**src/rtl/pixel_write_queue.sv**
```systemverilog
// -----------------------------------------------------------------------------
// pixel_write_queue
//
// Decouples the game logic's pixel writes from a framebuffer that may stall.
// In-range pixels are queued in a small FIFO and written to the framebuffer in
// acceptance order. A one-cycle clear request fills the whole screen with a
// single colour. Pixels queued during the fill drain afterwards, so they land
// on top of the fill colour.
//
// Parameters
//   DEPTH       FIFO entries (power of two, >= 2)
//   SCREEN_W    visible width in pixels
//   SCREEN_H    visible height in pixels
//
// Ports
//   clock        single clock, rising edge
//   reset        asynchronous, active-high reset
//   plot         pixel write request
//   X, Y, color  pixel column, row and colour
//   clear_req    one-cycle request to fill the screen
//   clear_color  fill colour, sampled together with clear_req
//   mem_ready    framebuffer accepts a write this cycle
//   in_ready     queue not full (from the registered count only)
//   mem_we       framebuffer write strobe
//   mem_addr     framebuffer address, Y*SCREEN_W + X
//   mem_data     framebuffer colour
//   busy         writes pending or in progress
//   clear_done   one-cycle pulse after the last fill write is accepted
//   overflow     sticky: an in-range pixel was lost to a full FIFO
//   drop_count   saturating count of out-of-range pixels
// -----------------------------------------------------------------------------
module pixel_write_queue #(
  parameter int DEPTH    = 16,
  parameter int SCREEN_W = 320,
  parameter int SCREEN_H = 240
) (
  input  logic        clock,
  input  logic        reset,
  input  logic        plot,
  input  logic [8:0]  X,
  input  logic [7:0]  Y,
  input  logic [2:0]  color,
  input  logic        clear_req,
  input  logic [2:0]  clear_color,
  input  logic        mem_ready,
  output logic        in_ready,
  output logic        mem_we,
  output logic [16:0] mem_addr,
  output logic [2:0]  mem_data,
  output logic        busy,
  output logic        clear_done,
  output logic        overflow,
  output logic [7:0]  drop_count
);

  localparam int          AW        = $clog2(DEPTH);
  localparam int          CW        = AW + 1;
  localparam logic [16:0] LAST_ADDR = 17'(SCREEN_W * SCREEN_H - 1);

  typedef enum logic [1:0] {
    IDLE  = 2'd0,
    DRAIN = 2'd1,
    CLEAR = 2'd2
  } state_e;

  // The address is computed once at enqueue time, so each entry carries the
  // final framebuffer address rather than raw coordinates.
  typedef struct packed {
    logic [16:0] addr;
    logic [2:0]  color;
  } entry_t;

  // ---------------------------------------------------------------------------
  // State
  // ---------------------------------------------------------------------------
  state_e          state_q, state_d;
  logic [AW-1:0]   wr_ptr_q, wr_ptr_d;
  logic [AW-1:0]   rd_ptr_q, rd_ptr_d;
  logic [CW-1:0]   count_q, count_d;
  logic [16:0]     clr_cnt_q, clr_cnt_d;
  logic [2:0]      clr_color_q, clr_color_d;
  logic            clear_done_q, clear_done_d;
  logic            overflow_q, overflow_d;
  logic [7:0]      drop_count_q, drop_count_d;

  entry_t          fifo_q [DEPTH];

  // ---------------------------------------------------------------------------
  // Input qualification
  // ---------------------------------------------------------------------------
  logic            full;
  logic            empty;
  logic            in_range;
  logic            push;
  logic            pop;
  logic            drop;
  logic            lost;
  logic [16:0]     push_addr;
  entry_t          head;

  assign full  = (count_q == CW'(DEPTH));
  assign empty = (count_q == '0);

  assign in_range = ({23'd0, X} < 32'(SCREEN_W)) && ({24'd0, Y} < 32'(SCREEN_H));

  // Range check wins over full: an out-of-range pixel is counted as dropped
  // even when the FIFO is also full, and never sets overflow.
  assign push = plot &  in_range & ~full;
  assign drop = plot & ~in_range;
  assign lost = plot &  in_range &  full;

  // Constant multiply in 17 bits; for a 320-wide screen this reduces to
  // (Y << 8) + (Y << 6), so no multiplier is needed.
  assign push_addr = 17'(Y) * 17'(SCREEN_W) + 17'(X);

  assign head = fifo_q[rd_ptr_q];

  // DRAIN is only entered with a non-empty FIFO; the empty term is a guard.
  assign pop = (state_q == DRAIN) & mem_ready & ~empty;

  // ---------------------------------------------------------------------------
  // FIFO pointers and occupancy
  // ---------------------------------------------------------------------------
  always_comb begin
    // Pointers are AW bits wide, so the increment wraps modulo DEPTH.
    wr_ptr_d = push ? wr_ptr_q + AW'(1) : wr_ptr_q;
    rd_ptr_d = pop  ? rd_ptr_q + AW'(1) : rd_ptr_q;

    unique case ({push, pop})
      2'b10:   count_d = count_q + CW'(1);
      2'b01:   count_d = count_q - CW'(1);
      default: count_d = count_q;
    endcase
  end

  // NOTE: the storage array has no reset; its contents are only visible
  // through the head while DRAIN holds a non-empty FIFO, and skipping the
  // reset lets it map onto plain RAM/LUT storage.
  always_ff @(posedge clock) begin
    if (push) begin
      fifo_q[wr_ptr_q] <= '{addr: push_addr, color: color};
    end
  end

  // ---------------------------------------------------------------------------
  // Error bookkeeping
  // ---------------------------------------------------------------------------
  always_comb begin
    overflow_d   = overflow_q | lost;
    drop_count_d = (drop && (drop_count_q != 8'hFF)) ? drop_count_q + 8'd1
                                                     : drop_count_q;
  end

  // ---------------------------------------------------------------------------
  // Controller: next state and framebuffer outputs
  // ---------------------------------------------------------------------------
  always_comb begin
    // NOTE: every signal written here gets a default first, so no path can
    // leave one unassigned and infer a latch.
    state_d      = state_q;
    clr_cnt_d    = clr_cnt_q;
    clr_color_d  = clr_color_q;
    clear_done_d = 1'b0;
    mem_we       = 1'b0;
    mem_addr     = '0;
    mem_data     = '0;

    unique case (state_q)
      IDLE: begin
        // Pending pixels take priority; a clear is only honoured with the
        // queue empty, and is otherwise dropped rather than remembered.
        if (!empty) begin
          state_d = DRAIN;
        end else if (clear_req) begin
          state_d     = CLEAR;
          clr_cnt_d   = '0;
          clr_color_d = clear_color;
        end
      end

      DRAIN: begin
        mem_we   = 1'b1;
        mem_addr = head.addr;
        mem_data = head.color;
        // Leave only when the last entry goes and nothing replaces it.
        if (pop && (count_q == CW'(1)) && !push) begin
          state_d = IDLE;
        end
      end

      CLEAR: begin
        mem_we   = 1'b1;
        mem_addr = clr_cnt_q;
        mem_data = clr_color_q;
        if (mem_ready) begin
          if (clr_cnt_q == LAST_ADDR) begin
            state_d      = IDLE;
            clear_done_d = 1'b1;
          end else begin
            clr_cnt_d = clr_cnt_q + 17'd1;
          end
        end
      end

      default: begin
        state_d = IDLE;
      end
    endcase
  end

  // ---------------------------------------------------------------------------
  // Registers
  // ---------------------------------------------------------------------------
  // NOTE: sequential state uses non-blocking assignments so every register
  // samples the pre-edge values regardless of statement order.
  always_ff @(posedge clock or posedge reset) begin
    if (reset) begin
      state_q      <= IDLE;
      wr_ptr_q     <= '0;
      rd_ptr_q     <= '0;
      count_q      <= '0;
      clr_cnt_q    <= '0;
      clr_color_q  <= '0;
      clear_done_q <= 1'b0;
      overflow_q   <= 1'b0;
      drop_count_q <= '0;
    end else begin
      state_q      <= state_d;
      wr_ptr_q     <= wr_ptr_d;
      rd_ptr_q     <= rd_ptr_d;
      count_q      <= count_d;
      clr_cnt_q    <= clr_cnt_d;
      clr_color_q  <= clr_color_d;
      clear_done_q <= clear_done_d;
      overflow_q   <= overflow_d;
      drop_count_q <= drop_count_d;
    end
  end

  // ---------------------------------------------------------------------------
  // Status outputs
  // ---------------------------------------------------------------------------
  assign in_ready   = ~full;
  assign busy       = (state_q != IDLE) | ~empty;
  assign clear_done = clear_done_q;
  assign overflow   = overflow_q;
  assign drop_count = drop_count_q;

endmodule

```
**config.mk**
```make
export PLATFORM = sky130hd
export DESIGN_NAME = pixel_write_queue
export DESIGN_NICKNAME = d
export VERILOG_FILES = /design/src/rtl/pixel_write_queue.sv
export SDC_FILE = /design/constraint.sdc
export NUM_CORES = 1
export LEC_CHECK = 0
export CAP_MARGIN = 20
export CORE_UTILIZATION = 55
export DETAILED_ROUTE_END_ITERATION = 10
export PLACE_DENSITY = 0.82
export SYNTH_ARGS = -nofsm -noshare
export SYNTH_HDL_FRONTEND = slang
export SYNTH_SLANG_ARGS = --single-unit
```
**constraint.sdc**
```tcl
create_clock -name clock -period 3.4 [get_ports clock]
set_clock_uncertainty 0.05 [all_clocks]
set_input_delay 0.68 -clock clock [delete_from_list [all_inputs] [get_ports clock]]
set_output_delay 0.68 -clock clock [all_outputs]
set_load 0.03 [all_outputs]
```
==> results.md <==
- Synthesis warning total: 0
- Worst R2R End: count_q[4]
- Maximum root-to-sink buffer count: 3
- Area of all placed cells without fillers: 18930 um^2
- Number of clock sinks: 365
- Crit Path Class: reg2out
- Max VDD drop: 346.8 uV
- Pwr dens: 778.9 nW/um^2
- IO Count: 61
- Synthesized area divided by synthesized cell count: 16.16 um^2
- Initial detailed-routing violation count: 1117
- Leftover overflow at the end of global routing: 0
- Post-detailed-route via-to-cell ratio: 6.255
- Maximum number of pins on one net before global-route repair: 48
- Cells traversed along the worst timing path: buf_12 > buf_8 > buf_16 > mux4_2 > mux2i_2 > o211ai_1 > buf_4
- Residual DRC count: 0
- DIE HEIGHT: 170.7 um
- Power after layout: 14.74 mW
- Worst endpoint data arrival time: 2.62 ns
- Launching instance or port of the critical path: rd_ptr_q[0]
- Number of input and output port buffers inserted: 60
- Reported leakage power: 6.559 nW
- End point of the most critical hold path: overflow
- TritonCTS clock tree: yes
- Total CTS buffers: 35
- Net count reported at finish: 1179
- # hold bufs at CTS: 0
- Number of global-route vias before repair: 9349
- Number of pins with negative max-slew slack in the final report: 0
- Number of nets produced by synthesis: 1028
- Final weighted congestion in routability-driven placement: 0.8574
- Netlist Area Pre-Place: 15660 um^2
- Crit path launch type: register
- Classification of the worst-slack hold path: reg2reg
- Total die area: 29140 um^2
- Finish-stage setup viols: 0
- Status: finished clean
- Antenna violations before repair: 1
- Slew HR: 58.22%
- Number of max-cap violations: 0
- Clock root buffer: clkbuf_16
- Crit-path max cell delay: 0.51 ns
- Area of the core: 27860 um^2
- H-Tree Level Count: 2
- Relative area change from synthesis to final layout: 20.90%
- Final critical-path required period: 3.349 ns
- FF-to-FF path depth: 9
- Least-Margin Pin Slew: 0.6258 ns
- Clock insertion delay at the later pin of the skew report: 0.52 ns
- Detailed-router iteration count before antenna repair: 6
- Slowest cell on the critical path: mux4_2
- # rows: 61
- Post-synth ARST share: 12.33%
- Source of the worst register-to-register timing path: count_q[0]
- WL final: 36.89 mm
- Fillers: 1744
- WP data required: 2.67 ns
- Buf/Inv on CP: 4
- Sequential share of the synthesized area: 68.57%
- Effective utilization at floorplan: 56.20%
- Upper clock frequency limit: 0.2986 GHz
- Primary flip-flop cell chosen by synthesis mapping: edfxtp_1
- Number of enable flip-flop cells after synthesis: 320
- Number of cells produced by synthesis: 969
- Period utilization: 98.49%
- GRT Total Usage: 26.28%
- Cell depth of the worst hold path: 1
- Number of synthesized register bits: 365
- Worst reg-to-reg setup slack: 0.70 ns
- DR WL/cell: 24.22 um
- Clock-pin slew on the worst setup and hold paths: 0.06 ns
- Netlist cell types: 55
- Via count: 9527
- Dpl cell area: 17510 um^2
- Hold Path Origin: overflow
- Global-route wire length before repair: 55.77 mm
- Worst-path maximum fanout: 9
- Layout cell share with drive strength beyond 1: 25.87%
- HPWL after DPL: 21.83 mm
- Die X-Extent: 170.7 um
- Final number of hold-violating endpoints: 0
- ANT nets after route: 0
- Worst path top cell family by delay: multiplexers
- Worst setup EP type: primary output
repair_timing:
action | CTS | global route
buffers inserted | 8 | 0
setup endpoints to repair | 34 | 51
gates cloned | 2 | 1
resized for setup | 21 | 36
per-stage QoR:
step | hold slack, ns | setup TNS (ns) | setup WS, ns | std cells | util [%]
after global placement | 0.4098 | -22.71 | -0.5441 | 1450 | 62.86
after global routing | 0.4614 | -0.4052 | -0.02929 | 1523 | 67.94
after detailed placement | 0.4340 | -32.17 | -0.7537 | 1450 | 62.86
after floorplan | 0.4292 | 0 | 0.1510 | 969 | -
final | 0.4373 | 0 | 0.05143 | 1523 | 67.94
after CTS | 0.4501 | -0.02891 | -0.01462 | 1520 | 67.56
cell families (layout without fill, tap and decap cells):
family / after synthesis / count (layout) / share of synthesized area (%)
DFF: 365 / 365 / 68.57
and+or+nand+nor: 169 / 169 / 5.451
AOI/OAI and AO/OA: 161 / 161 / 6.937
muxes: 147 / 147 / 13.11
buffers and inverters: 65 / 240 / 1.622
adders and majority gates: 31 / 31 / 2.574
xor gates and xnor gates: 31 / 31 / 1.734
other: 0 / 1 / 0
cell usage after synthesis, drive strengths merged, types with 3 or more instances:
cell | number | area share [%]
a31oi | 3 | 0.12
a21boi | 19 | 0.91
nor3 | 14 | 0.45
and3 | 3 | 0.12
xor2 | 11 | 0.62
or2 | 3 | 0.12
nor2 | 31 | 0.74
or3 | 5 | 0.20
a211o | 3 | 0.17
and4 | 3 | 0.17
nand3 | 37 | 1.2
o21ai | 36 | 1.2
nand2 | 44 | 1.1
inv | 22 | 0.53
mux4 | 42 | 6.0
a22oi | 20 | 0.96
nand4 | 12 | 0.52
o31ai | 6 | 0.29
clkbuf | 30 | 0.72
a21oi | 30 | 0.96
mux2i | 61 | 3.9
xnor2 | 20 | 1.1
buf | 13 | 0.38
ha | 29 | 2.3
dfrtp | 45 | 7.2
nand3b | 3 | 0.14
o21a | 3 | 0.14
nor4b | 3 | 0.17
edfxtp | 320 | 61
o211ai | 26 | 1.2
mux2 | 44 | 3.2
power by group:
group          internal (mW)  switching (mW)
Sequential              5.42           0.435
Clock                   2.30            1.60
Combinational           2.29            2.70
Total                   10.0            4.73
final cells by class:
| class | count | area (um^2) | area share (%) |
|---|---|---|---|
| Sequential cell | 365 | 10750 | 56.78 |
| Multi-Input combinational cell | 539 | 4832 | 25.53 |
| Timing Repair Buffer | 157 | 1649 | 8.713 |
| Clock buffer | 42 | 912.1 | 4.819 |
| Tap cell | 378 | 473.0 | 2.499 |
| Clock inverter | 19 | 229.0 | 1.210 |
| Inverter | 22 | 82.58 | 0.4363 |
| Antenna cell | 1 | 2.502 | 0.01322 |
cells in the final DEF (no fill, tap or decap), types with 18 or more instances in the layout:
cell type,count
edfxtp_1,320
buf_4,81
mux2i_1,57
nand2_1,44
mux2_2,44
mux4_2,42
dfrtp_1,42
clkdlybuf4s50_1,40
clkbuf_16,36
nand3_1,35
o21ai_0,35
ha_1,29
a21oi_1,27
o211ai_1,26
inv_1,21
buf_12,21
a22oi_1,20
xnor2_1,19
nor2_1,18
layer usage:
| metal | vias to the layer above | GRT usage, % | share of wire (%) |
|---|---|---|---|
| met5 | - | 0 | 0 |
| met4 | 0 | 9.440 | 2.8 |
| met3 | 98 | 4.279 | 8.9 |
| met2 | 536 | 43.35 | 49 |
| met1 | 4757 | 35.50 | 39 |
| li1 | 4136 | - | - |
state kept, by name, indices dropped and copies added (netlist names):
name	count
fifo_q	320
clr_color_q	3
state_q	2
clr_cnt_q	17
clear_done	1
rd_ptr_q	4
count_q	5
overflow	1
drop_count	8
wr_ptr_q	4
worst max path at each step:
stage | slack (ns) | cells after the start | to
after global routing | -0.03 | 9 | fifo_q[2][18]
after detailed placement | -0.75 | 9 | fifo_q[2][18]
final | 0.05 | 7 | mem_addr[5]
after CTS | -0.01 | 7 | mem_addr[5]
after floorplan | 0.15 | 8 | fifo_q[0][17]
after global placement | -0.54 | 9 | fifo_q[10][18]
worst reg2reg max path: stages (launching register included):
cell     delay [ns]
dfrtp_1        0.45
inv_1          0.09
ha_1           0.26
or4b_4         0.53
and3_1         0.29
ha_1           0.29
nor2b_1        0.17
nand3_1        0.09
a21oi_1        0.19
xor2_1         0.20
Note: power is estimated with default switching activity, not from simulation.
